`src/rtl/riscv_pkg.sv`:
```
// Shared types and constants for the multi-cycle RV32 sequencer:
// FSM state encoding, trap-cause codes and the wait-counter width.
package riscv_pkg;

   localparam int unsigned TIMEOUT_W = 8;

   typedef enum logic [2:0] {
      FETCH   = 3'd0,
      DECODE  = 3'd1,
      EXECUTE = 3'd2,
      MEM     = 3'd3,
      WB      = 3'd4,
      TRAP    = 3'd5
   } seq_state_t;

   localparam logic [1:0] CAUSE_NONE     = 2'b00;
   localparam logic [1:0] CAUSE_ILLEGAL  = 2'b01;
   localparam logic [1:0] CAUSE_IMEM_TO  = 2'b10;
   localparam logic [1:0] CAUSE_DMEM_TO  = 2'b11;

   // States in which a memory request is outstanding and the timeout runs.
   function automatic logic is_wait_state(input seq_state_t s);
      return (s == FETCH) || (s == MEM);
   endfunction

endpackage

```
`src/rtl/seq_timeout_timer.sv`:
```
// Wait counter for memory handshakes: cleared by clr_i, counts while en_i,
// flags expired_o in the last permitted wait cycle (count == TIMEOUT_CYCLES-1).
module seq_timeout_timer
   import riscv_pkg::*;
#(
   parameter int unsigned TIMEOUT_CYCLES = 16
) (
   input  logic clk,
   input  logic rst_n,
   input  logic clr_i,
   input  logic en_i,
   output logic expired_o
);

   localparam logic [TIMEOUT_W-1:0] LAST_CNT = TIMEOUT_W'(TIMEOUT_CYCLES - 1);

   logic [TIMEOUT_W-1:0] cnt_q;
   logic [TIMEOUT_W-1:0] cnt_d;

   // Next count: clear wins over increment.
   always_comb begin
      cnt_d = cnt_q;
      if (clr_i) begin
         cnt_d = {TIMEOUT_W{1'b0}};
      end else if (en_i) begin
         cnt_d = cnt_q + {{(TIMEOUT_W-1){1'b0}}, 1'b1};
      end else begin
         cnt_d = cnt_q;
      end
   end

   // Counter register.
   always_ff @(posedge clk or negedge rst_n) begin
      if (!rst_n) begin
         cnt_q <= {TIMEOUT_W{1'b0}};
      end else begin
         cnt_q <= cnt_d;
      end
   end

   assign expired_o = (cnt_q == LAST_CNT);

endmodule

```
`src/rtl/multicycle_sequencer.sv`:
```
// Multi-cycle RV32 control sequencer (FETCH/DECODE/EXECUTE/MEM/WB/TRAP).
// Define SEQ_PERF_CNT_EN to build the retired-instruction counter on instret.
module multicycle_sequencer
   import riscv_pkg::*;
#(
   parameter int unsigned TIMEOUT_CYCLES = 16,
   parameter logic        RESET_PC_SEL   = 1'b0
) (
   input  logic        clk,
   input  logic        rst_n,
   output logic        imem_req,
   input  logic        imem_ack,
   output logic        ir_we,
   input  logic        dec_illegal,
   input  logic        dec_mem_rd,
   input  logic        dec_mem_wr,
   input  logic        dec_wb,
   input  logic        dec_branch,
   input  logic        br_taken,
   output logic        alu_en,
   output logic        dmem_req,
   output logic        dmem_we,
   input  logic        dmem_ack,
   output logic        rf_we,
   output logic        pc_we,
   output logic        pc_sel,
   output logic        trap,
   output logic [1:0]  trap_cause,
   input  logic        trap_clr,
   output logic [2:0]  state_o,
   output logic [31:0] instret
);

   seq_state_t state_q, state_d;
   logic [1:0] cause_q, cause_d;

   logic waiting_s, ack_s, expired_s, retire_s;
   logic imem_req_s, ir_we_s, alu_en_s, dmem_req_s, dmem_we_s;
   logic rf_we_s, pc_we_s, pc_sel_s;

   // Handshake qualification: only the ack belonging to the current request counts.
   always_comb begin
      waiting_s = is_wait_state(state_q);
      if (state_q == FETCH) begin
         ack_s = imem_ack;
      end else if (state_q == MEM) begin
         ack_s = dmem_ack;
      end else begin
         ack_s = 1'b0;
      end
   end

   seq_timeout_timer #(
      .TIMEOUT_CYCLES (TIMEOUT_CYCLES)
   ) u_timer (
      .clk       (clk),
      .rst_n     (rst_n),
      .clr_i     (!waiting_s || ack_s),
      .en_i      (waiting_s && !ack_s),
      .expired_o (expired_s)
   );

   // Next-state and strobe decode; an ack in the expiring cycle beats the timeout.
   always_comb begin
      state_d    = state_q;
      cause_d    = cause_q;
      imem_req_s = 1'b0;
      ir_we_s    = 1'b0;
      alu_en_s   = 1'b0;
      dmem_req_s = 1'b0;
      dmem_we_s  = 1'b0;
      rf_we_s    = 1'b0;
      pc_we_s    = 1'b0;
      pc_sel_s   = RESET_PC_SEL;
      retire_s   = 1'b0;
      case (state_q)
         FETCH: begin
            imem_req_s = 1'b1;
            if (imem_ack) begin
               ir_we_s = 1'b1;
               state_d = DECODE;
            end else if (expired_s) begin
               state_d = TRAP;
               cause_d = CAUSE_IMEM_TO;
            end else begin
               state_d = FETCH;
            end
         end
         DECODE: begin
            if (dec_illegal) begin
               state_d = TRAP;
               cause_d = CAUSE_ILLEGAL;
            end else begin
               state_d = EXECUTE;
            end
         end
         EXECUTE: begin
            alu_en_s = 1'b1;
            if (dec_mem_rd || dec_mem_wr) begin
               state_d = MEM;
            end else begin
               state_d = WB;
            end
         end
         MEM: begin
            dmem_req_s = 1'b1;
            dmem_we_s  = dec_mem_wr;
            if (dmem_ack) begin
               if (dec_mem_wr) begin
                  pc_we_s  = 1'b1;
                  pc_sel_s = 1'b0;
                  retire_s = 1'b1;
                  state_d  = FETCH;
               end else begin
                  state_d  = WB;
               end
            end else if (expired_s) begin
               state_d = TRAP;
               cause_d = CAUSE_DMEM_TO;
            end else begin
               state_d = MEM;
            end
         end
         WB: begin
            rf_we_s  = dec_wb;
            pc_we_s  = 1'b1;
            pc_sel_s = dec_branch & br_taken;
            retire_s = 1'b1;
            state_d  = FETCH;
         end
         TRAP: begin
            if (trap_clr) begin
               state_d = FETCH;
               cause_d = CAUSE_NONE;
            end else begin
               state_d = TRAP;
            end
         end
         default: begin
            state_d = FETCH;
            cause_d = CAUSE_NONE;
         end
      endcase
   end

   // State and trap-cause registers.
   always_ff @(posedge clk or negedge rst_n) begin
      if (!rst_n) begin
         state_q <= FETCH;
         cause_q <= CAUSE_NONE;
      end else begin
         state_q <= state_d;
         cause_q <= cause_d;
      end
   end

   // Strobes are gated by rst_n so an in-flight access is dropped the instant reset asserts.
   assign imem_req   = imem_req_s & rst_n;
   assign ir_we      = ir_we_s    & rst_n;
   assign alu_en     = alu_en_s   & rst_n;
   assign dmem_req   = dmem_req_s & rst_n;
   assign dmem_we    = dmem_we_s  & rst_n;
   assign rf_we      = rf_we_s    & rst_n;
   assign pc_we      = pc_we_s    & rst_n;
   assign pc_sel     = rst_n ? pc_sel_s : RESET_PC_SEL;
   assign trap       = (state_q == TRAP);
   assign trap_cause = cause_q;
   assign state_o    = state_q;

`ifdef SEQ_PERF_CNT_EN
   logic [31:0] instret_q, instret_d;

   // Retire counter; wraps naturally at 2^32.
   always_comb begin
      if (retire_s) begin
         instret_d = instret_q + 32'd1;
      end else begin
         instret_d = instret_q;
      end
   end

   // Retire counter register.
   always_ff @(posedge clk or negedge rst_n) begin
      if (!rst_n) begin
         instret_q <= 32'd0;
      end else begin
         instret_q <= instret_d;
      end
   end

   assign instret = instret_q;
`else
   logic unused_retire_s;
   assign unused_retire_s = retire_s;
   assign instret         = 32'h0;
`endif

endmodule

```
`config.mk`:
```
export PLATFORM = sky130hd
export DESIGN_NAME = multicycle_sequencer
export DESIGN_NICKNAME = d
export VERILOG_FILES = /design/src/rtl/riscv_pkg.sv /design/src/rtl/seq_timeout_timer.sv /design/src/rtl/multicycle_sequencer.sv
export SDC_FILE = /design/constraint.sdc
export NUM_CORES = 1
export LEC_CHECK = 0
export ABC_AREA = 1
export CAP_MARGIN = 20
export CORE_MARGIN = 2
export CORE_UTILIZATION = 38
export DETAILED_ROUTE_END_ITERATION = 6
export MAX_ROUTING_LAYER = met4
export PLACE_DENSITY = 0.8
export SYNTH_ARGS = -nofsm -noshare
export SYNTH_HDL_FRONTEND = slang
export SYNTH_SLANG_ARGS = --single-unit
```
`constraint.sdc`:
```
create_clock -name clk -period 1.7 [get_ports clk]
set_input_delay 0.34 -clock clk [delete_from_list [all_inputs] [get_ports clk]]
set_output_delay 0.34 -clock clk [all_outputs]
set_load 0.02 [all_outputs]
```
==> results of run 1 <==
==> kinds of logic after synthesis <==
family                     after synthesis  share of synthesized area [%]
DFF                                     13                          32.02
AOI/OAI and AO/OA                        3                          2.094
and+or+nand+nor                         73                          34.11
xor gates and xnor gates                 2                          1.724
other                                    1                         0.3691
buffers and inverters                   45                          28.45
adders and majority gates                1                          1.231
==> metal layers <==
layer  vias up  share of wire [%]
met3         0                6.7
met2        30                 49
li1        453                  -
met1       417                 45
met4         0                  0
met5         -                  0
==> state kept, by name (all words and copies together) (netlist names) <==
name / flops
u_timer.cnt_q: 8
state_o: 3
trap_cause: 2
==> path summary, 6_finish.rpt <==
check                                   end  depth (start not counted)
max in group asynchronous        state_o[1]                          2
min                        u_timer.cnt_q[3]                          2
max                                   pc_we                          4
min reg2reg                u_timer.cnt_q[0]                          1
min in group clk                 state_o[1]                          4
max reg2reg                   trap_cause[1]                          8
==> what timing repair did <==
| action | 4_1_cts | 5_1_grt |
|---|---|---|
| hold endpoints to repair | 0 | 0 |
| setup buffers | 0 | 1 |
| gates resized for setup | 38 | 12 |
| pin swaps | 1 | 3 |
| endpoints found under the setup margin | 12 | 8 |
==> synthesized netlist by cell type, drive strengths merged <==
library cell / instances
nor3b: 3
nand3b: 1
inv: 13
nor3: 4
nand3: 13
xor2: 2
conb: 1
o21ai: 1
o31ai: 1
nand4: 5
or2: 1
dfrtp: 13
ha: 1
nand2: 18
nor2: 28
buf: 32
a21oi: 1
==> area by class of cell <==
| type | instances | area share [%] |
|---|---|---|
| Clock buffer | 4 | 2.069 |
| Inverter | 13 | 4.039 |
| Multi-Input combinational cell | 111 | 41.18 |
| Sequential cell | 13 | 25.71 |
| Timing Repair Buffer | 37 | 24.04 |
| Tap cell | 30 | 2.956 |
==> where the power goes <==
| group | internal, mW | switching (mW) | total (mW) |
|---|---|---|---|
| Clock | 0.0909 | 0.0979 | 0.189 |
| Sequential | 0.386 | 0.0628 | 0.449 |
| Combinational | 0.422 | 0.630 | 1.05 |
==> through the flow <==
| stage | setup WS (ns) | util, % | hold slack [ns] |
|---|---|---|---|
| 3_5_place_dp | -0.4353 | 50.60 | 0.4524 |
| 5_1_grt | -0.02867 | 50.80 | 0.1123 |
| 3_3_place_gp | -0.4289 | 50.60 | 0.4504 |
| 6_report | 0.05174 | 50.80 | 0.08384 |
| 4_1_cts | 0.004701 | 50.80 | 0.4264 |
| 2_1_floorplan | 0.1058 | - | 0.04441 |
==> metrics.md, run 1 <==
| Metric | Value |
|---|---|
| Critical path buffers and inverters | `2` |
| Synthesized instance count | `138` |
| Global Route Usage Sum | `13.72%` |
| FF/Latch Area | `between 300 and 400 um^2` |
| Met2 Use GR | `22.45%` |
| Worst path top cell family by delay | `flip-flops` |
| Synth area leaders | `dfrtp_1 (32%), buf_4 (24%), nor2_1 (10%)` |
| Placed cell count | `between 200 and 250` |
| Top-area cell type share of the netlist area | `32.02%` |
| Max Slew Vio Count | `0` |
| Max FO, Critical Path | `6` |
| Commonest non-fill, non-tap cell in the layout | `conb_1` |
| CTS Buf Count | `3` |
| CTS tree | `built` |
| Largest area contributor in the netlist | `dfrtp_1` |
| CP max stage delay | `0.39 ns` |
| Die height | `55.71 um` |
| Clk sink count | `13` |
| Synth Warn # | `0` |
| Final Cycle Share | `96.96%` |
| Status | `finished, final reports clean` |
| Die Width | `between 50 and 60 um` |
| Lkg Pwr | `0.7063 nW` |
| Iter 0 DRT Violations | `18` |
| First-pass GRT wire length | `3.415 mm` |
| Setup Total Neg Slack | `0 ns` |
| Largest net degree at the start of global routing | `14` |
| Layout fillers | `roughly 260` |
| CTS root buf | `clkbuf_4` |
| Routed Antenna Nets | `0` |
| Fmax | `0.6067 GHz` |
| CP Data Arrival Time | `1.31 ns` |
| Placed cell area | `1265 um^2` |
| Starting Density | `40.64%` |
| Worst Hold Class | `input port to asynchronous set/reset pin` |
| I/O Buffers | `24` |
| Crit path cell chain | `inv_2 > nand4_1 > o31ai_2 > buf_4` |
| H-tree Lvls | `1` |
| Setup CP Type | `register to primary output` |
| Endpoints failing hold | `0` |
| Footprint of the multi-input gates | `523.0 um^2` |
| Worst Skew | `just under 0.01 ns` |
| GP Congestion | `0.9085` |
| Post-layout instance area | `1270 um^2` |
| RSZ-0062 raised after global routing | `yes` |
| Maxcap violations | `0` |
| Synth Cell Area | `between 1000 and 1500 um^2` |
| Drt drc | `0` |
| CP max-delay cell | `dfrtp_1` |
| Seq/Total Area, Yosys | `between 30% and 40%` |
| Total grt overflow | `0` |
| Final wirelength | `2.107 mm` |
| DR vias | `900` |
| # rows | `18` |
| Crit start category | `register` |
| Tot Pwr | `roughly 1.7 mW` |
| Post-CTS Hold Fix Bufs | `0` |
| Post-synthesis cell type count | `21` |
| Layout cells sized above 1 | `approximately a fifth` |
| Commonest non-fill, non-tap cells in the layout | `conb_1 (32), nor2_1 (28), nand2_1 (17), buf_4 (16)` |
| Element type at the critical path end | `primary output` |
| Worst Path Required | `around 1.4 ns` |
| GRT busiest layer | `met2` |
| Reg-to-reg startpoint | `state_o[0]` |
| Via density | `4.327` |
| Post-DP HPWL | `roughly 1.7 mm` |
| Nets | `191` |
| Area delta synth->final | `25.00%` |
| Clock Latency Late Sink | `about 0.27 ns` |
| Core ar. | `2500 um^2` |
| Diode count | `0` |
| Initial antenna violation count | `0` |
| Routing usage on met3 | `4.419%` |
| R2r setup slk | `0.31 ns` |
| WL/cell | `~10 um` |
| Met1 usage | `approximately 17%` |
| Clock transition at path regs | `0.08 ns` |
| Crit. Startpoint | `state_o[2]` |
| Drt pass-1 iters | `4` |
| Min Tclk post-route | `1.648 ns` |
| Vias in the first global route | `794` |
| Number of I/O pins | `57` |
| Max clock buf depth | `2` |
| Syn_area_per_cell | `7.362 um^2` |
| Final Setup Violations | `0` |
| Pwr/cell area | `1330 nW/um^2` |
| VDD IR max | `0.6465 mV` |
| Post-synthesis register bit count | `13` |
| Final cell count without fillers | `between 200 and 250` |
| Area of the die | `3103 um^2` |
Power figures use the tool's default switching activity.
==> run 2, diff against run 1 <==
Settings changed: CORE_ASPECT_RATIO from default to 0.75.
==> run 2 against run 1 <==
Effect of this change:
- first-iteration DRC count rose to 2.7 times the previous value
- total power rose by 4.4%
- combinational power rose by 9%
- count of clock-buffer cells in the layout did not move
- highest routed layer is now met4
==> metrics.md, run 2 (synthesis gave the netlist of run 1 again) <==
| Metric | Value |
|---|---|
| Status | `finished, final reports clean (unchanged)` |
| I/O Buffers | `24 (unchanged)` |
| Routed met3 length | `77 um (was 141 um)` |
| Die Width | `63.71 um (was 55.71 um)` |
| Most flop-heavy register | `u_timer.cnt_q (unchanged)` |
| Iter 0 DRT Violations | `48 (was 18)` |
| WL/cell | `9.940 um (was 10.13 um)` |
| Maxcap violations | `0 (unchanged)` |
| Top sig layer | `met4 (was met3)` |
| Hold Slack | `0.2250 ns (was 0.08384 ns)` |
| Tot Pwr | `1.763 mW (was 1.689 mW)` |
| CTS Buf Count | `3 (unchanged)` |
| Logic pwr share | `64.5% (was 62.3%)` |
| CP Data Arrival Time | `1.30 ns (was 1.31 ns)` |
| Core ar. | `2582 um^2 (was 2500 um^2)` |
| Commonest non-fill, non-tap cell in the layout | `conb_1 (unchanged)` |
| Nets | `194 (was 191)` |
| Diode count | `0 (unchanged)` |
| Fmax | `0.6085 GHz (was 0.6067 GHz)` |
| Min Tclk post-route | `1.644 ns (was 1.648 ns)` |
| Die height | `48.78 um (was 55.71 um)` |
| Initial antenna violation count | `0 (unchanged)` |
| Lkg Pwr | `0.7009 nW (was 0.7063 nW)` |
| CTS tree | `built (unchanged)` |
| CTS root buf | `clkbuf_4 (unchanged)` |
| Largest net degree at the start of global routing | `13 (was 14)` |
| Pwr/cell area | `1337 nW/um^2 (was 1330 nW/um^2)` |
| Max reg flops | `8 (unchanged)` |
| Sw frac | `46.43% (was 46.79%)` |
| Clock Latency Late Sink | `0.27 ns (about the same)` |
| Final wirelength | `2.157 mm (was 2.107 mm)` |
| Max FO, Critical Path | `2 (was 6)` |
| Total grt overflow | `0 (unchanged)` |
| Layout cells sized above 1 | `22.10% (was 20.22%)` |
| Area delta synth->final | `29.80% (was 25.00%)` |
| Clock share of power | `10.2% (was 11.2%)` |
| Vias in the first global route | `779 (was 794)` |
| VDD IR max | `0.4244 mV (was 0.6465 mV)` |
| R2r setup slk | `0.24 ns (was 0.31 ns)` |
| Endpoints failing hold | `0 (unchanged)` |
| Via density | `4.230 (was 4.327)` |
| Number of I/O pins | `57 (unchanged)` |
| Routed Antenna Nets | `0 (unchanged)` |
| Max clock buf depth | `2 (unchanged)` |
| Starting Density | `39.34% (was 40.64%)` |
| DR vias | `918 (was 900)` |
| Flop pwr share | `25.3% (was 26.6%)` |
| Global Route Usage Sum | `14.80% (was 13.72%)` |
| Clk sink count | `13 (unchanged)` |
| RSZ-0062 raised after global routing | `yes (unchanged)` |
| First-pass GRT wire length | `3.539 mm (was 3.415 mm)` |
| H-tree Lvls | `1 (unchanged)` |
| Met2 wire len | `1.057 mm (was 1.025 mm)` |
| Final Cycle Share | `96.68% (was 96.96%)` |
| Psw | `0.8185 mW (was 0.7904 mW)` |
| GP Congestion | `0.8286 (was 0.9085)` |
| Drt pass-1 iters | `6 (was 4)` |
| Clock transition at path regs | `0.07 ns (was 0.08 ns)` |
| Crit start category | `input port (was register)` |
| Post-DP HPWL | `1.835 mm (was 1.714 mm)` |
| Worst Skew | `0.004339 ns (was 0.009601 ns)` |
| # rows | `16 (was 18)` |
| Pint | `0.9444 mW (was 0.8987 mW)` |
| Setup CP Type | `input port to primary output (was register to primary output)` |
| Layout fillers | `270 (was 259)` |
| Final Setup Violations | `0 (unchanged)` |
| Post-CTS Setup Bufs | `0 (unchanged)` |
| Max Slew Vio Count | `0 (unchanged)` |
| Element type at the critical path end | `primary output (unchanged)` |
| Commonest non-fill, non-tap cells in the layout | `conb_1 (32), nor2_1 (28), buf_4 (18), nand2_1 (17), dfrtp_1 (13) (was conb_1 (32), nor2_1 (28), nand2_1 (17), buf_4 (16))` |
| Area of the die | `3108 um^2 (was 3103 um^2)` |
| Drt drc | `0 (unchanged)` |
| Worst Hold Class | `input port to asynchronous set/reset pin (unchanged)` |
| Worst Path Required | `1.36 ns (about the same)` |
| M1 WL | `1.006 mm (was 940 um)` |
[run 2: cell type report]
cell class              instances  area (um^2)  share of cell area [%]
well taps                      36        45.04                   3.416
multi-input cells             111        538.0                   40.80
inverters                      13        48.80                   3.700
clock buffers                   4        26.28                   1.992
repair buffers                 40        335.3                   25.43
flip-flops and latches         13        325.3                   24.67
[run 2: layer usage]
metal	vias up	global-route usage (%)
met5	-	-
met4	0	2.174
met3	2	2.771
met2	27	23.86
met1	424	20.00
li1	465	-
[run 2: timing repair]
| action | in CTS | in global routing |
|---|---|---|
| endpoints found under the setup margin | 12 | 9 |
| pin swaps | 0 | 1 |
| hold buffers | 1 | 0 |
| hold endpoints to repair | 1 | 0 |
| gates resized for setup | 40 | 11 |
[run 2: power by group through the flow]
stage | Sequential (mW) | Combinational (mW) | Clock [mW]
floorplan | 0.517 | 0.601 | 0
global placement | 0.443 | 1.15 | 0
detailed placement | 0.447 | 1.17 | 0
CTS | 0.444 | 1.13 | 0.185
global route | 0.456 | 1.24 | 0.198
finish | 0.446 | 1.14 | 0.180
[run 2: path summary, 6_finish.rpt]
| kind | from | depth (start not counted) | end |
|---|---|---|---|
| max reg2reg | u_timer.cnt_q[0] | 8 | trap_cause[0] |
| max in group asynchronous | rst_n | 2 | state_o[2] |
| max | dmem_ack | 4 | pc_we |
| min | rst_n | 2 | u_timer.cnt_q[2] |
| min in group clk | u_timer.cnt_q[0] | 1 | u_timer.cnt_q[0] |
| min reg2reg | u_timer.cnt_q[0] | 1 | u_timer.cnt_q[0] |
[run 2: through the flow]
step	setup slack (ns)	util [%]	area, um^2	instances	setup TNS (ns)
detailed placement	-0.5365	50.63	1308	212	-3.804
finish	0.05649	51.07	1319	217	0
floorplan	0.1058	-	1137	169	0
global placement	-0.5234	50.63	1308	212	-3.655
CTS	0.02098	51.07	1319	217	0
global route	-0.07246	51.07	1319	217	-0.1546
[run 2: critical path: stages]
cell and delay [ns]:
clkdlybuf4s50_1 0.47, nand4_1 0.13, o31ai_2 0.19, buf_4 0.17
==> run 3, diff against run 2 <==
Settings changed: CORE_ASPECT_RATIO 0.75 to default, PLACE_DENSITY 0.8 to default, PLACE_DENSITY_LB_ADDON from default to 0.3.
==> run 3 against run 2 <==
Effect of this change:
- the flow now finishes with violations (negative setup slack)
- fmax decreased by 3.4%
- highest routed layer unchanged
- critical path depth stayed put
- global-route usage decreased by 0.59 points
- worst setup slack worse by 0.058 ns
- flip-flop and latch count unchanged
- total power rose by 0.45%
- count of clock-buffer cells in the layout unchanged
- clock power increased by 2%
- worst hold slack better by 0.016 ns
==> metrics.md, run 3 (synthesis gave the netlist of run 1 again) <==
| Metric | Value |
|---|---|
| Max FO, Critical Path | `4 (was 2)` |
| Number of I/O pins | `57 (unchanged)` |
| Psw | `0.8121 mW (was 0.8185 mW)` |
| DR vias | `919 (was 918)` |
| Final setup margin | `-0.001980 ns (was 0.05649 ns)` |
| Layout cells sized above 1 | `24.46% (was 22.10%)` |
| Clock share of power | `10.4% (was 10.2%)` |
| R2R cell count | `9 (was 8)` |
| Commonest non-fill, non-tap cell in the layout | `conb_1 (unchanged)` |
| H-tree Lvls | `1 (unchanged)` |
| Reg-to-reg startpoint | `state_o[1] (was u_timer.cnt_q[0])` |
| Setup Total Neg Slack | `-0.001980 ns (was 0 ns)` |
| Worst Hold Class | `input port to asynchronous set/reset pin (unchanged)` |
| First-pass GRT wire length | `3.456 mm (was 3.539 mm)` |
| Min Tclk post-route | `1.702 ns (was 1.644 ns)` |
| Crit start category | `register (was input port)` |
| CP max-delay cell | `dfrtp_2 (was clkdlybuf4s50_1)` |
| CTS root buf | `clkbuf_4 (unchanged)` |
| RSZ-0062 raised after global routing | `yes (unchanged)` |
| WL/cell | `10.27 um (was 9.940 um)` |
| Worst Path Required | `1.36 ns (about the same)` |
| Die Width | `55.71 um (was 63.71 um)` |
| Most flop-heavy register | `u_timer.cnt_q (unchanged)` |
| Clk sink count | `13 (unchanged)` |
| Worst R2R End | `trap_cause[0] (unchanged)` |
| Drt pass-1 iters | `4 (was 6)` |
| Critical path buffers and inverters | `2 (unchanged)` |
| Commonest non-fill, non-tap cells in the layout | `conb_1 (32), nor2_1 (27), buf_4 (21), nand2_1 (17) (was conb_1 (32), nor2_1 (28), buf_4 (18), nand2_1 (17), dfrtp_1 (13))` |
| Logic pwr share | `64.4% (was 64.5%)` |
| Max reg flops | `8 (unchanged)` |
| Flop pwr share | `25.2% (was 25.3%)` |
| Max Slew Vio Count | `0 (unchanged)` |
| Initial antenna violation count | `0 (unchanged)` |
| Final wirelength | `2.198 mm (was 2.157 mm)` |
| Status | `finished, violations left (was finished, final reports clean)` |
| Crit path cell chain | `buf_6 > nand4_1 > o31ai_2 > buf_4 (was clkdlybuf4s50_1 > nand4_1 > o31ai_2 > buf_4)` |
| Tot Pwr | `1.771 mW (was 1.763 mW)` |
| Core ar. | `2500 um^2 (was 2582 um^2)` |
| CP Data Arrival Time | `1.36 ns (was 1.30 ns)` |
| Max clock buf depth | `2 (unchanged)` |
| Endpoints failing hold | `0 (unchanged)` |
| Lkg Pwr | `0.7196 nW (was 0.7009 nW)` |
| Worst Skew | `0.0005248 ns (was 0.004339 ns)` |
| Fmax | `0.5876 GHz (was 0.6085 GHz)` |
| CTS Buf Count | `3 (unchanged)` |
| Maxcap violations | `0 (unchanged)` |
| VDD IR max | `0.6906 mV (was 0.4244 mV)` |
| Setup CP Type | `register to primary output (was input port to primary output)` |
| Failing checks | `negative setup slack` |
| I/O Buffers | `24 (unchanged)` |
| Final Setup Violations | `1 (was 0)` |
| Diode count | `0 (unchanged)` |
| Element type at the critical path end | `primary output (unchanged)` |
| Largest net degree at the start of global routing | `14 (was 13)` |
| Final Cycle Share | `100.1% (was 96.68%)` |
| Starting Density | `40.64% (was 39.34%)` |
| Die height | `55.71 um (was 48.78 um)` |
| Post-DP HPWL | `1.744 mm (was 1.835 mm)` |
| Global Route Usage Sum | `14.21% (was 14.80%)` |
| Drt drc | `0 (unchanged)` |
| Clock transition at path regs | `0.07 ns (about the same)` |
| Area of the die | `3103 um^2 (was 3108 um^2)` |
| Via density | `4.294 (was 4.230)` |
| Pwr/cell area | `1334 nW/um^2 (was 1337 nW/um^2)` |
| Pint | `0.9586 mW (was 0.9444 mW)` |
| CP max stage delay | `0.42 ns (was 0.47 ns)` |
| Worst path top cell family by delay | `flip-flops (was buffers and inverters)` |
| Area delta synth->final | `30.66% (was 29.80%)` |
| CTS tree | `built (unchanged)` |
| Iter 0 DRT Violations | `20 (was 48)` |
| Sw frac | `45.86% (was 46.43%)` |
| Clock Latency Late Sink | `0.27 ns (about the same)` |
| Routed Antenna Nets | `0 (unchanged)` |
| GP Congestion | `0.8527 (was 0.8286)` |
| Vias in the first global route | `791 (was 779)` |
| # rows | `18 (was 16)` |
| Total grt overflow | `0 (unchanged)` |
| Nets | `197 (was 194)` |
| R2r setup slk | `0.22 ns (was 0.24 ns)` |
-- run 3: stage by stage --
step	hold WS [ns]	setup WS, ns	util (%)	instance area [um^2]	instances
after global placement	0.4421	-0.4802	51.80	1295	207
after CTS	0.2279	-0.006497	51.90	1297	212
after detailed placement	0.4547	-0.5094	51.80	1295	207
after global routing	0.2519	-0.06412	53.10	1328	214
final	0.2410	-0.001980	53.10	1328	214
after floorplan	0.04441	0.1058	-	1137	169
-- run 3: layout make-up --
| type | instances | area, um^2 |
|---|---|---|
| clock buffer | 4 | 26.28 |
| fill | 261 | 1172 |
| inverter | 13 | 48.80 |
| multi-input combinational | 111 | 541.8 |
| sequential | 13 | 326.6 |
| tap | 30 | 37.54 |
| timing repair buffer | 43 | 346.6 |
-- run 3: power groups by stage --
stage	Clock, mW	Sequential [mW]	Combinational, mW
after global placement	0	0.442	1.12
after detailed placement	0	0.447	1.13
final	0.184	0.446	1.14
after floorplan	0	0.517	0.601
after CTS	0.195	0.441	1.10
after global routing	0.205	0.454	1.26
-- run 3: per-layer routing --
| metal | routed length [um] | share of wire, % | track usage [%] |
|---|---|---|---|
| met5 | 0 | 0 | - |
| met4 | 27 | 1.2 | 6.272 |
| met3 | 159 | 7.2 | 2.326 |
| met2 | 1125 | 51 | 24.66 |
| met1 | 886 | 40 | 16.02 |
-- run 3: what timing repair did --
| action | 4_1_cts | 5_1_grt |
|---|---|---|
| endpoints found under the setup margin | 12 | 6 |
| hold buffers | 0 | 0 |
| pin swaps | 2 | 2 |
| gates resized for setup | 40 | 13 |
| buffers inserted | 1 | 2 |
-- run 3: worst max path at each step --
stage                     startpoint    end  slack, ns  cells after the start
after CTS                   dmem_ack  pc_we     -0.006                      4
final                     state_o[1]  pc_we     -0.002                      4
after floorplan           state_o[2]  pc_we       0.11                      3
after detailed placement       rst_n  pc_we      -0.51                      4
after global routing      state_o[1]  pc_we      -0.06                      4
after global placement         rst_n  pc_we      -0.48                      4
